===== config.mk =====
export PLATFORM = sky130hd
export DESIGN_NAME = branch_resolve_unit
export DESIGN_NICKNAME = d
export VERILOG_FILES = /design/src/rtl/branch_resolve_unit.sv
export SDC_FILE = /design/constraint.sdc
export NUM_CORES = 1
export LEC_CHECK = 0
export ABC_AREA = 1
export BUFFER_PORTS_ARGS = -buffer_cell sky130_fd_sc_hd__buf_2
export CORE_ASPECT_RATIO = 2
export CORE_MARGIN = 5
export CORE_UTILIZATION = 59
export DETAILED_ROUTE_END_ITERATION = 10
export PLACE_DENSITY = 0.82
export REMOVE_ABC_BUFFERS = 1
export SLEW_MARGIN = 5
export SYNTH_ARGS = -nofsm -noshare
export SYNTH_HDL_FRONTEND = slang
export SYNTH_SLANG_ARGS = --single-unit

===== constraint.sdc =====
create_clock -name clk -period 12.5 [get_ports clk]
set_clock_uncertainty 0.15 [all_clocks]
set_input_delay 0 -clock clk [delete_from_list [all_inputs] [get_ports clk]]
set_output_delay 0 -clock clk [all_outputs]
set_load 0.03 [all_outputs]

===== src/rtl/branch_resolve_unit.sv =====
// Resolves branches at the end of EX against the in-order queue of IF-stage predictions.
// Emits the predictor training stream and a front-end redirect, flushing younger entries.
module branch_resolve_unit #(
    parameter int DEPTH = 4,
    parameter int PTR_W = 2
) (
    input  logic        clk,
    input  logic        reset,

    input  logic        if_valid,
    output logic        if_ready,
    input  logic [31:0] if_pc,
    input  logic        if_pred_taken,
    input  logic [31:0] if_pred_target,

    input  logic        ex_valid,
    output logic        ex_ready,
    input  logic [31:0] ex_pc,
    input  logic        ex_is_branch,
    input  logic        ex_taken,
    input  logic [31:0] ex_target,

    input  logic        ext_flush,

    output logic        bpu_update,
    output logic [31:0] bpu_pc,
    output logic        bpu_taken,
    output logic [31:0] bpu_target,
    output logic        bpu_correct,

    output logic        redirect_valid,
    output logic [31:0] redirect_pc,

    output logic        desync,
    output logic [31:0] mispredict_count
);

    localparam logic [PTR_W:0] FULL_COUNT = (PTR_W + 1)'(DEPTH);
    localparam logic [PTR_W-1:0] PTR_ONE  = PTR_W'(1);
    localparam logic [PTR_W:0] CNT_ONE    = (PTR_W + 1)'(1);

    // Prediction queue storage; only the pointers are reset.
    logic [31:0]      q_pc     [DEPTH];
    logic             q_taken  [DEPTH];
    logic [31:0]      q_target [DEPTH];

    logic [PTR_W-1:0] head;
    logic [PTR_W-1:0] tail;
    logic [PTR_W:0]   count;

    logic             full;
    logic             empty;
    logic             if_fire;
    logic             ex_fire;

    logic [31:0]      head_pc;
    logic             head_taken;
    logic [31:0]      head_target;

    logic [31:0]      pred_next;
    logic [31:0]      act_next;
    logic             mismatch;
    logic             correct;
    logic             resolve_valid;
    logic             resolve_flush;

    // Handshake: a transfer happens on a rising edge where valid && ready are both
    // high; ready depends only on queue occupancy, never on the same cycle's inputs.
    assign full     = (count == FULL_COUNT);
    assign empty    = (count == '0);
    assign if_ready = !full;
    assign ex_ready = !empty;
    assign if_fire  = if_valid && if_ready;
    assign ex_fire  = ex_valid && ex_ready;

    assign head_pc     = q_pc[head];
    assign head_taken  = q_taken[head];
    assign head_target = q_target[head];

    always_comb begin
        pred_next     = head_taken ? head_target : (head_pc + 32'd4);
        act_next      = ex_taken ? ex_target : (ex_pc + 32'd4);
        mismatch      = (ex_pc != head_pc);
        correct       = !mismatch && (pred_next == act_next);
        resolve_valid = ex_fire && !ext_flush;
        resolve_flush = resolve_valid && !correct;
    end

    // A dropped push may still write the slot at tail; tail does not advance, so it is invisible.
    always_ff @(posedge clk) begin
        if (if_fire) begin
            q_pc[tail]     <= if_pc;
            q_taken[tail]  <= if_pred_taken;
            q_target[tail] <= if_pred_target;
        end
    end

    always_ff @(posedge clk) begin
        if (reset) begin
            head  <= '0;
            tail  <= '0;
            count <= '0;
        end else if (ext_flush || resolve_flush) begin
            head  <= tail;
            count <= '0;
        end else begin
            if (if_fire) begin
                tail <= tail + PTR_ONE;
            end
            if (ex_fire) begin
                head <= head + PTR_ONE;
            end
            case ({if_fire, ex_fire})
                2'b10:   count <= count + CNT_ONE;
                2'b01:   count <= count - CNT_ONE;
                default: count <= count;
            endcase
        end
    end

    always_ff @(posedge clk) begin
        if (reset) begin
            bpu_update     <= 1'b0;
            bpu_pc         <= '0;
            bpu_taken      <= 1'b0;
            bpu_target     <= '0;
            bpu_correct    <= 1'b0;
            redirect_valid <= 1'b0;
            redirect_pc    <= '0;
        end else begin
            bpu_update     <= 1'b0;
            redirect_valid <= 1'b0;
            if (resolve_valid) begin
                bpu_update     <= ex_is_branch && !mismatch;
                bpu_pc         <= ex_pc;
                bpu_taken      <= ex_taken;
                bpu_target     <= ex_target;
                bpu_correct    <= correct;
                redirect_valid <= !correct;
                redirect_pc    <= act_next;
            end
        end
    end

    always_ff @(posedge clk) begin
        if (reset) begin
            desync           <= 1'b0;
            mispredict_count <= '0;
        end else begin
            if (resolve_valid && mismatch) begin
                desync <= 1'b1;
            end
            if (resolve_flush && (mispredict_count != 32'hFFFF_FFFF)) begin
                mispredict_count <= mispredict_count + 32'd1;
            end
        end
    end

endmodule


-- Yosys cells after proc, flatten, opt, wreduce, memory -nomap -nowiden
Memories as Yosys holds them, arrays and structs flattened. A register that Yosys moved wholly into a read port is not among the register bits.
Cells that the tools add are included.
- register bits after elaboration: 140
- bits in writable memories: 260
- input bits: 136
- output and inout port bits: 135
- word-level logic and storage cells: 63
- memories: 3
- add/subtract/negate cells: 7
- equal/unequal tests: 6
- mux-type cells: 13
- bitwise gates (word level): 2
- reductions and logical operators: 20
- memories (memory ; words ; bits a word ; read ports ; clocked after memory_dff ; wr ports ; RTL line ; text):
    q_pc ; 4 ; 32 ; 1 ; 1 ; 1 ; 43 ; logic [31:0] q_pc [DEPTH];
    q_target ; 4 ; 32 ; 1 ; 1 ; 1 ; 45 ; logic [31:0] q_target [DEPTH];
    q_taken ; 4 ; 1 ; 1 ; 1 ; 1 ; 44 ; logic q_taken [DEPTH];
- operator list (cell ; number):
    adder 32 x 3 -> 32 bit (second input constant) ; 2
    two-way mux 32 bit ; 2
    adder 32 x 1 -> 32 bit (second input constant) ; 1
    equality test 32 bit ; 1
    inequality test 32 bit ; 1
    inequality test 32 bit (second input constant) ; 1
    two-way mux 2 bit ; 8
    logical AND 1 bit ; 8
    case mux 3 bit (2 select lines) ; 1
    logical NOT 1 bit ; 5
    adder 2 x 1 -> 2 bit (second input constant) ; 2
    nonzero test 2 bit ; 2
    OR reduction 2 bit ; 2
    adder 3 x 1 -> 3 bit (second input constant) ; 1
    equality test 3 bit (second input constant) ; 1
    logical NOT 3 bit ; 1
    subtractor 3 x 1 -> 3 bit (second input constant) ; 1
    equality test 2 x 1 -> 1 bit (second input constant) ; 1
    equality test 2 bit (second input constant) ; 1
    two-way mux 1 bit ; 2
    inverter 1 bit ; 2
    AND reduction 2 bit ; 1
    logical OR 1 bit ; 1

-- Longest topological paths before layout
Gate-level depths: netlist of run 1.
- depth in word-level cells: 10
- gate-level depth with buffers: 32
- gate-level depth less buffers: 29

-- Worst setup path after synthesis of run 1
Ideal clock, no wire load.
- path kind: flip-flop to flip-flop
- start: register count[1]
- end: memory q_pc[0][0], enable pin
- library setup time: 0.489 ns
- arrival: 3.608 ns
- required time: 11.861 ns
- path slack: 8.253 ns
- cell stages (with the launch flop): 5
- path buffers: 0
- period minus slack after synthesis: 4.247 ns
- cells stage by stage: dfxtp_1 -> inv_1 -> nand3_1 -> nand2_1 -> nor2_1
- longest elaborated chain between the ends: 5
- RTL lines (element ; RTL line ; text):
    from (decl) ; 49 ; logic [PTR_W:0] count;
    from (signal assigned) ; 114 ; 2'b10: count <= count + CNT_ONE;
    from (signal assigned) ; 115 ; 2'b01: count <= count - CNT_ONE;
    from (signal assigned) ; 116 ; default: count <= count;
    equality test 3 bit ; 69 ; assign full = (count == FULL_COUNT);
    logical NOT 1 bit ; 71 ; assign if_ready = !full;
    net if_ready ; 11 ; output logic if_ready,
    logical AND 1 bit ; 73 ; assign if_fire = if_valid && if_ready;
    two-way mux 1 bit ; 91 ; if (if_fire) begin
    two-way mux 1 bit (not written as such) ; 92 ; q_pc[tail] <= if_pc;
    to (decl) ; 43 ;
The timed path passes the listed nets, and every way through them passes these cells.

==> impl_metrics.toml, run 1 <==
[run_status]
status = "completed"

[sta]
rsz0062_at_grt = "no"
holdWs_ns = 0.0567
relSlewSlack_pct = 21.4
post-route-period-util_pct = 47.8
max_freq_mhz = 167
drv_slew = 0
tightest_slew_ns = 1.18
min_period_ns = 5.98
layout_setup_ws_ns = 6.52
final-setup-viol-count = 0
hold_viol = 0
fin_tns_setup_ns = 0

[die]
die-area_um2 = 37700
die_w_um = 140
dieHeight_um = 269
io_pins = 271
core_area_um2 = 33400
start_util_pct = 59.5
core.rowCount = 95

[logic_synthesis]
yosys_most_used_dff = "edfxtp_1"
yosysSeqAreaShare_pct = 53.6
yosys.area.top_type = "edfxtp_1"
syn_area_per_cell_um2 = 8.24
synth_top_area_share_pct = 39.3
yosysMostFrequentCell = "nand2_1"
yosys-top-cells-count = "870 x nand2_1, 260 x edfxtp_1, 230 x nor2_1"
synth_edf_count = 260
async_flop_share_pct = 0
synth_area_um2 = 19900
synth.area.top_cells = "edfxtp_1 39%, nand2_1 16%, dfxtp_1 14%"
syn_inst = 2409
ys_warn_count = 0
synth_cell_types = 48
synth-seq-cells = 402

[detailed_routing]
drc = 0
ant_nets = 0
routed_wl_um = 70500
vias = 19000
drtIter0Drc = 1659
firstDrtPassIters = 6
avgRoutedWirePerCell_um = 21.8
vias_per_cell = 5.89

[setup_path]
critPathArrivalTime_ns = 6.30
rr_worst_depth = 27
cp_max_fo = 133
critPathKind = "flop to flop"
crit_path_end_kind = "flop"
worstPathRequired_ns = 12.82
startpoint_type = "flop"
reg2reg_slack_ns = 6.52

[pwr]
internal_power_mw = 2.24
share_seq_of_total_power_pct = 46.9
vdd_drop_max_v = 0.000131
p_leak_nw = 10.4
pwr_density_cell_nw_per_um2 = 133
switchingPower_mw = 0.924
power.share.clock_pct = 34.9
p_comb_share_pct = 18.2
swShare_pct = 29.2

[finish]
synthToLayoutAreaGrowth_pct = 20.0
drive_above_1_share_pct = 14.9
nNetsFinal = 2905

[global_route]
grt_pass1_wl_um = 107000
track_usage_pct = 36.6
grt_pass1_vias = 19100
grt_max_degree = 134
antenna_found_initial = 4
grt_overflow = 0

[placed_design]
place.gp.congestion = 1.02
hpwl_um = 48800
port_buffers = 270
dp_worst_setup_slack_ns = 6.91

[clocking]
htreeDepth = 2
cts.clk_slew.worst_paths_ns = 0.07
cts_made_buffers = 35
root_buffer = "clkbuf_16"
postCtsSetupRepairBufs = 0
numClockSinks = 402
clk_path_buf_depth = 3
insertion_delay_ns = 0.54
cts_tree = "built"

[worst_hold_path]
hold_depth = 2
hp-class = "input port to flop"
min_to = "q_target[3][10]"
hold_start = "if_pred_target[10]"

[job]
cap_viol_max_count = 0
[through the flow]
step / std cells / instance area [µm²] / util, % / total power, mW
4_1_cts: 3223 / 23800 / 71.3 / 3.15
6_report: 3227 / 23800 / 71.3 / 3.17
5_1_grt: 3227 / 23800 / 71.3 / 3.28
3_5_place_dp: 3022 / 21300 / 63.7 / 2.04
3_3_place_gp: 3022 / 21300 / 63.7 / 2.02
2_1_floorplan: 2304 / 19200 / - / 1.84
[registers in the layout, indices dropped and copies added, names as in the netlist, named ones only]
register,flops
bpu_update,1
q_taken,4
tail,2
mispredict_count,32
q_pc,128
bpu_correct,1
bpu_target,32
q_target,128
count,3
redirect_pc,32
redirect_valid,1
bpu_pc,32
desync,1
bpu_taken,1
head,2
[final cells by class]
type | count | area [µm²]
inverters | 139 | 536
well taps | 436 | 546
fillers | 2499 | 9580
flip-flops and latches | 402 | 10700
clock inverters | 15 | 124
clock buffers | 49 | 1040
multi-input cells | 1763 | 8100
diodes | 4 | 10.0
repair buffers | 419 | 2810
[layout by cell type, fill, tap and decap left out, drive strengths merged]
cell type / count
a21o: 1
a21oi: 124
a221o: 1
a22oi: 3
a32o: 14
a32oi: 5
and2: 2
buf: 282
bufinv: 1
clkbuf: 49
clkinv: 11
clkinvlp: 2
dfxtp: 142
diode: 4
dlygate4sd3: 137
edfxtp: 260
fa: 1
ha: 8
inv: 140
nand2: 902
nand3: 171
nand3b: 18
nand4: 15
nor2: 244
nor3: 39
nor4: 10
nor4b: 1
o211ai: 6
o21ai: 142
o21bai: 2
o221ai: 1
o22ai: 2
or2: 2
or3b: 1
xnor2: 6
xor2: 42
[how the worst max path moves through the flow]
stage	from	end	cells past startpoint
floorplan	count[0]	redirect_pc[17]	7
global placement	flop	mispredict_count[16]	28
detailed placement	flop	mispredict_count[7]	27
CTS	flop	flop	27
global route	flop	head[1]	26
finish	flop	flop	27
[metal layers]
layer  share of wire, %  vias to the layer above  routed length (µm)  GRT usage (%)
met4                 10                        0                7160           29.0
met2                 52                     1126               36600           66.5
li1                   -                     8685                   -              -
met5                  0                        -                   0              0
met1                 31                     8821               22100           36.8
met3                6.6                      366                4660           4.65
[cell families after synthesis]
logic type	Yosys count	synth area share, %
AO/OA/AOI/OAI	301	8.43
XOR/XNOR	48	2.12
adder cells (fa/ha/maj)	9	0.605
buffers and inverters	244	5.79
flip-flops	402	53.6
AND/OR/NAND/NOR	1405	29.4
[power by group through the flow]
stage / registers, mW / clock network, mW / logic (mW)
4_1_cts: 1.48 / 1.10 / 0.565
5_1_grt: 1.49 / 1.16 / 0.627
6_report: 1.48 / 1.11 / 0.578
2_1_floorplan: 1.55 / 0 / 0.293
3_3_place_gp: 1.51 / 0 / 0.515
3_5_place_dp: 1.51 / 0 / 0.527
[worst max-delay path, cell delays in order, from the launching register on]
cell and delay (ns):
dfxtp_4 0.79, buf_4 0.77, inv_8 0.45, nand2_1 0.24, nand2_1 0.09, nand2_1 0.07, nand2_1 0.11, ha_1 0.22
nand3_1 0.13, nor2_1 0.08, nand2_1 0.14, nand2_1 0.06, nand3_1 0.10, nand2_1 0.07, nand2_1 0.06, nand2_1 0.05
nor2_1 0.36, nand3_1 0.16, nor2_1 0.12, nand2_1 0.06, nor2_1 0.14, nand3_2 0.14, nand2_4 0.12, nand2_1 0.12
nand2_1 0.08, nand3_1 0.06, a21oi_1 0.13, dlygate4sd3_1 0.59
[what timing repair did]
item / in CTS / in global routing
setup endpoints to repair: 0 / 0
hold buffers: 137 / 0
gates resized for setup: 0 / 0
hold endpoints to repair: 397 / 0
No activity file was read; power rests on OpenSTA's default activity.
==> run 2, diff against run 1 <==
--- a/config.mk
+++ b/config.mk
@@ -9,9 +9,9 @@
 export BUFFER_PORTS_ARGS = -buffer_cell sky130_fd_sc_hd__buf_2
 export CORE_ASPECT_RATIO = 2
 export CORE_MARGIN = 5
-export CORE_UTILIZATION = 59
+export CORE_UTILIZATION = 53
 export DETAILED_ROUTE_END_ITERATION = 10
-export PLACE_DENSITY = 0.82
+export PLACE_DENSITY = 0.77
 export REMOVE_ABC_BUFFERS = 1
 export SLEW_MARGIN = 5
 export SYNTH_ARGS = -nofsm -noshare
==> constraint.sdc (replaced) <==
create_clock -name clk -period 5.2 [get_ports clk]
set_clock_uncertainty 0.15 [all_clocks]
set_input_delay 0 -clock clk [delete_from_list [all_inputs] [get_ports clk]]
set_output_delay 0 -clock clk [all_outputs]
set_load 0.03 [all_outputs]
==> run 2 against run 1 <==
  * Sequential share of layout area fell by 0.49 points
  * Clock power rose by 140%
  * Register-to-register slack got worse by 6.2 ns
  * Maximum frequency rose by 23%
  * Critical path depth did not move
  * Cell area rose by 1.1%
  * Largest cell class unchanged
  * Global-route usage fell by 5.1 points
  * Core utilization fell by 6.5 points
  * Worst setup slack got worse by 6.2 ns
==> impl_metrics.toml, run 2 (synthesis results as in run 1) <==
[setup_path]
cpMostUsedCell = "nand2_1"
path_buf_inv = 3
max_stage_delay_ns = 0.59
critPathSlowestCell = "dlygate4sd3_1"
cp_max_fo = 107
critPathArrivalTime_ns = 5.18
worstPathRequired_ns = 5.52
startpoint_type = "flop"
crit_path_end_kind = "flop"
cp_top_family = "simple AND/OR/NAND/NOR gates"
reg2reg_slack_ns = 0.34
critPathKind = "flop to flop"

[job]
cap_viol_max_count = 0

[sta]
drv_slew = 0
relSlewSlack_pct = 20.2
hold_viol = 0
min_period_ns = 4.86
layout_setup_ws_ns = 0.336
rsz0062_at_grt = "no"
tightest_slew_ns = 1.18
post-route-period-util_pct = 93.5
max_freq_mhz = 206
fin_tns_setup_ns = 0
final-setup-viol-count = 0

[finish]
regArea_um2 = 10700
instances_no_fill = 3269
synthToLayoutAreaGrowth_pct = 21.3
drive_above_1_share_pct = 15.1
layout_common_cells = "870 x nand2_1, 270 x buf_2, 260 x edfxtp_1"
multi_input_comb_area_um2 = 8100
largestRegisters = "q_pc (128), q_target (128)"
n_fill_cell = 3011
finish.utilization_pct = 64.8
nNetsFinal = 2926
final_common_cell = "nand2_1"

[die]
start_util_pct = 53.4
die_w_um = 147
core.rowCount = 100
die-area_um2 = 41700
core_area_um2 = 37200
dieHeight_um = 284
io_pins = 271

[detailed_routing]
routed_wl_um = 67700
avgRoutedWirePerCell_um = 20.7
firstDrtPassIters = 6
vias_per_cell = 5.68
drc = 0
ant_nets = 0
drtIter0Drc = 1518
vias = 18600

[global_route]
grt_max_degree = 132
grt_pass1_vias = 18700
antenna_found_initial = 3
grt_overflow = 0
track_usage_pct = 31.5
grt_pass1_wl_um = 102000

[placed_design]
port_buffers = 270
placed_cells = 3057
hpwl_um = 47900
place.gp.congestion = 1.08
dp_worst_setup_slack_ns = 0.583

[clocking]
htreeDepth = 2
root_buffer = "clkbuf_16"
cts_made_buffers = 36
cts_tree = "built"
numClockSinks = 402
cts.clk_slew.worst_paths_ns = 0.07
insertion_delay_ns = 0.54
clk_path_buf_depth = 3

[pwr]
swShare_pct = 29.2
switchingPower_mw = 2.21
p_leak_nw = 10.5
pwr_density_cell_nw_per_um2 = 315
p_comb_share_pct = 18.6
share_seq_of_total_power_pct = 46.8
internal_power_mw = 5.37
power.share.clock_pct = 34.6
vdd_drop_max_v = 0.000221

[worst_hold_path]
hp-class = "input port to flop"
hold_start = "if_pred_target[3]"

[run_status]
status = "completed"
-- run 2: layout make-up --
| type | count | share of cell area, % |
|---|---|---|
| Inverter | 139 | 2.24 |
| Clock buffer | 49 | 4.16 |
| Clock inverter | 16 | 0.592 |
| Sequential cell | 402 | 44.2 |
| Multi-Input combinational cell | 1763 | 33.6 |
| Antenna cell | 2 | 0.0208 |
| Tap cell | 459 | 2.38 |
| Timing Repair Buffer | 439 | 12.7 |
-- run 2: timing repair --
item / CTS / global route
setup buffers: 0 / 0
hold endpoints to repair: 398 / 0
resized for setup: 0 / 2
hold buffers: 144 / 0
setup endpoints to repair: 0 / 2
-- run 2: power groups by stage --
stage	Sequential (mW)	Clock (mW)	Combinational [mW]
after floorplan	3.72	0	0.704
after global placement	3.61	0	1.26
after detailed placement	3.62	0	1.29
after CTS	3.55	2.65	1.38
after global routing	3.56	2.77	1.54
final	3.55	2.62	1.41
-- run 2: path summary, 6_finish.rpt --
kind	depth (start not counted)	end
max	27	flop
min	2	q_target[2][3]
max reg2reg	27	flop
min reg2reg	2	redirect_pc[1]
-- run 2: per-stage QoR --
step | hold slack (ns) | instance area (µm²) | power (mW)
floorplan | -0.0876 | 19200 | 4.42
global placement | 0.0599 | 21500 | 4.87
detailed placement | 0.0661 | 21500 | 4.90
CTS | 0.0416 | 24000 | 7.58
global route | 0.0508 | 24100 | 7.87
finish | 0.0557 | 24100 | 7.58
-- run 2: routing by layer --
metal	vias to the layer above	wire [µm]	track usage, %
met3	246	4300	4.36
met1	8683	22700	32.6
met5	-	0	0
li1	8726	-	-
met4	0	5380	21.1
met2	903	35400	57.9
==> run 3, diff against run 2 <==
--- a/config.mk
+++ b/config.mk
@@ -6,7 +6,7 @@
 export NUM_CORES = 1
 export LEC_CHECK = 0
 export ABC_AREA = 1
-export BUFFER_PORTS_ARGS = -buffer_cell sky130_fd_sc_hd__buf_2
+export BUFFER_PORTS_ARGS = -buffer_cell sky130_fd_sc_hd__buf_4
 export CORE_ASPECT_RATIO = 2
 export CORE_MARGIN = 5
 export CORE_UTILIZATION = 53
==> run 3 against run 2 <==
  * Count of clock-buffer cells in the layout decreased by 1
  * Via count about the same
  * Sequential cell count unchanged
  * Sequential power about the same
  * Register-to-register slack improved by 0.07 ns
  * Die area unchanged
  * Cell area increased by 2.9%
  * Maximum frequency increased by 1.4%
  * Power increased by 2.6%
  * Sequential share of layout area decreased by 1.2 points
  * Cell count about the same
  * Largest power group unchanged
==> impl_metrics.toml, run 3 (synthesis results as in run 1) <==
[sta]
min_period_ns = 4.79
relSlewSlack_pct = 19.5
tightest_slew_ns = 1.21
post-route-period-util_pct = 92.2
hold_viol = 0
rsz0062_at_grt = "no"
final-setup-viol-count = 0
drv_slew = 0
max_freq_mhz = 209
holdWs_ns = 0.0522

[clocking]
numClockSinks = 402
post_cts_resized = 0
cts.clk_slew.worst_paths_ns = 0.07
cts_hold_buffers = 137
cts_made_buffers = 36
clk_path_buf_depth = 3
cts_tree = "built"
root_buffer = "clkbuf_16"
htreeDepth = 2
postCtsSetupRepairBufs = 0
insertion_delay_ns = 0.54

[finish]
largestRegisters = "q_pc (128), q_target (128)"
synthToLayoutAreaGrowth_pct = 24.7
layout_common_cells = "870 x nand2_1, 297 x buf_4, 260 x edfxtp_1"
final_common_cell = "nand2_1"
final_cell_area_um2 = 24800
drive_above_1_share_pct = 15.5
nNetsFinal = 2925
n_fill_cell = 2937

[placed_design]
place_area_um2 = 22200
place.gp.congestion = 1.02
hpwl_um = 49300
port_buffers = 270

[die]
start_util_pct = 53.4
core_area_um2 = 37200
die-area_um2 = 41700
io_pins = 271
die_w_um = 147
dieHeight_um = 284
core.rowCount = 100

[detailed_routing]
vias = 18600
drtIter0Drc = 1647
vias_per_cell = 5.68
drc = 0
routed_wl_um = 69100
ant_nets = 0
firstDrtPassIters = 6
avgRoutedWirePerCell_um = 21.1

[global_route]
grt_pass1_vias = 18300
grt_max_degree = 103
grt_pass1_wl_um = 102000
track_usage_pct = 31.7
antenna_found_initial = 5
grt_overflow = 0

[setup_path]
rr_worst_depth = 27
startpoint_type = "flop"
cp_top_family = "simple AND/OR/NAND/NOR gates"
critPathSlowestCell = "dlygate4sd3_1"
cp_max_fo = 102
max_stage_delay_ns = 0.59
worstPathRequired_ns = 5.52
cpMostUsedCell = "nand2_1"
crit_path_end_kind = "flop"
path_depth = 27
critPathKind = "flop to flop"
reg2reg_slack_ns = 0.41
critPathArrivalTime_ns = 5.11
path_buf_inv = 3

[pwr]
pwr_density_cell_nw_per_um2 = 314
vdd_drop_max_v = 0.000237
finalPower_mw = 7.78
p_leak_nw = 10.6

[worst_hold_path]
hold_depth = 2
hp-class = "input port to flop"

[run_status]
status = "completed"

[job]
cap_viol_max_count = 0
==> run 3: changes by cell type in the layout (fill, tap and decap cells not counted), sizes merged <==
cell and change:
clkinvlp +3, diode +3, bufinv +2, dlygate4sd3 -7, clkbuf -2, clkinv -7
inv +3, buf +7
==> run 3: cell type report <==
type	instances	area [µm²]	area share, %
diodes	5	12.5	0.0505
clock buffers	48	1020	4.11
clock inverters	17	203	0.818
inverters	139	534	2.16
multi-input cells	1763	8100	32.7
flip-flops and latches	402	10700	43.0
well taps	459	574	2.32
repair buffers	438	3680	14.9
==> run 3: per-layer routing <==
layer | wire length [µm] | GRT usage [%] | up-vias
met1 | 23100 | 32.7 | 8737
met2 | 36600 | 59.2 | 908
met5 | 0 | 0 | -
li1 | - | - | 8707
met4 | 4970 | 20.0 | 0
met3 | 4310 | 4.11 | 216
==> run 3: final timing paths <==
kind                      start              end
min reg2reg            count[0]         count[0]
max reg2reg                flop             flop
max                        flop             flop
min          if_pred_target[12]  q_target[3][12]
==> run 3: report_power, final <==
| part | switching (mW) | internal (mW) |
|---|---|---|
| clock network | 1.22 | 1.55 |
| registers | 0.0445 | 3.51 |
| logic | 0.985 | 0.481 |
| total | 2.25 | 5.54 |
==> run 3: through the flow <==
stage,utilization [%],TNS [ns],setup WS (ns),std cells
2_1_floorplan,-,-110.20,-1.54,2304
3_3_place_gp,59.7,0,0.871,3064
3_5_place_dp,59.7,0,0.800,3064
4_1_cts,66.6,0,0.453,3266
5_1_grt,66.7,0,0.145,3271
6_report,66.7,0,0.405,3271
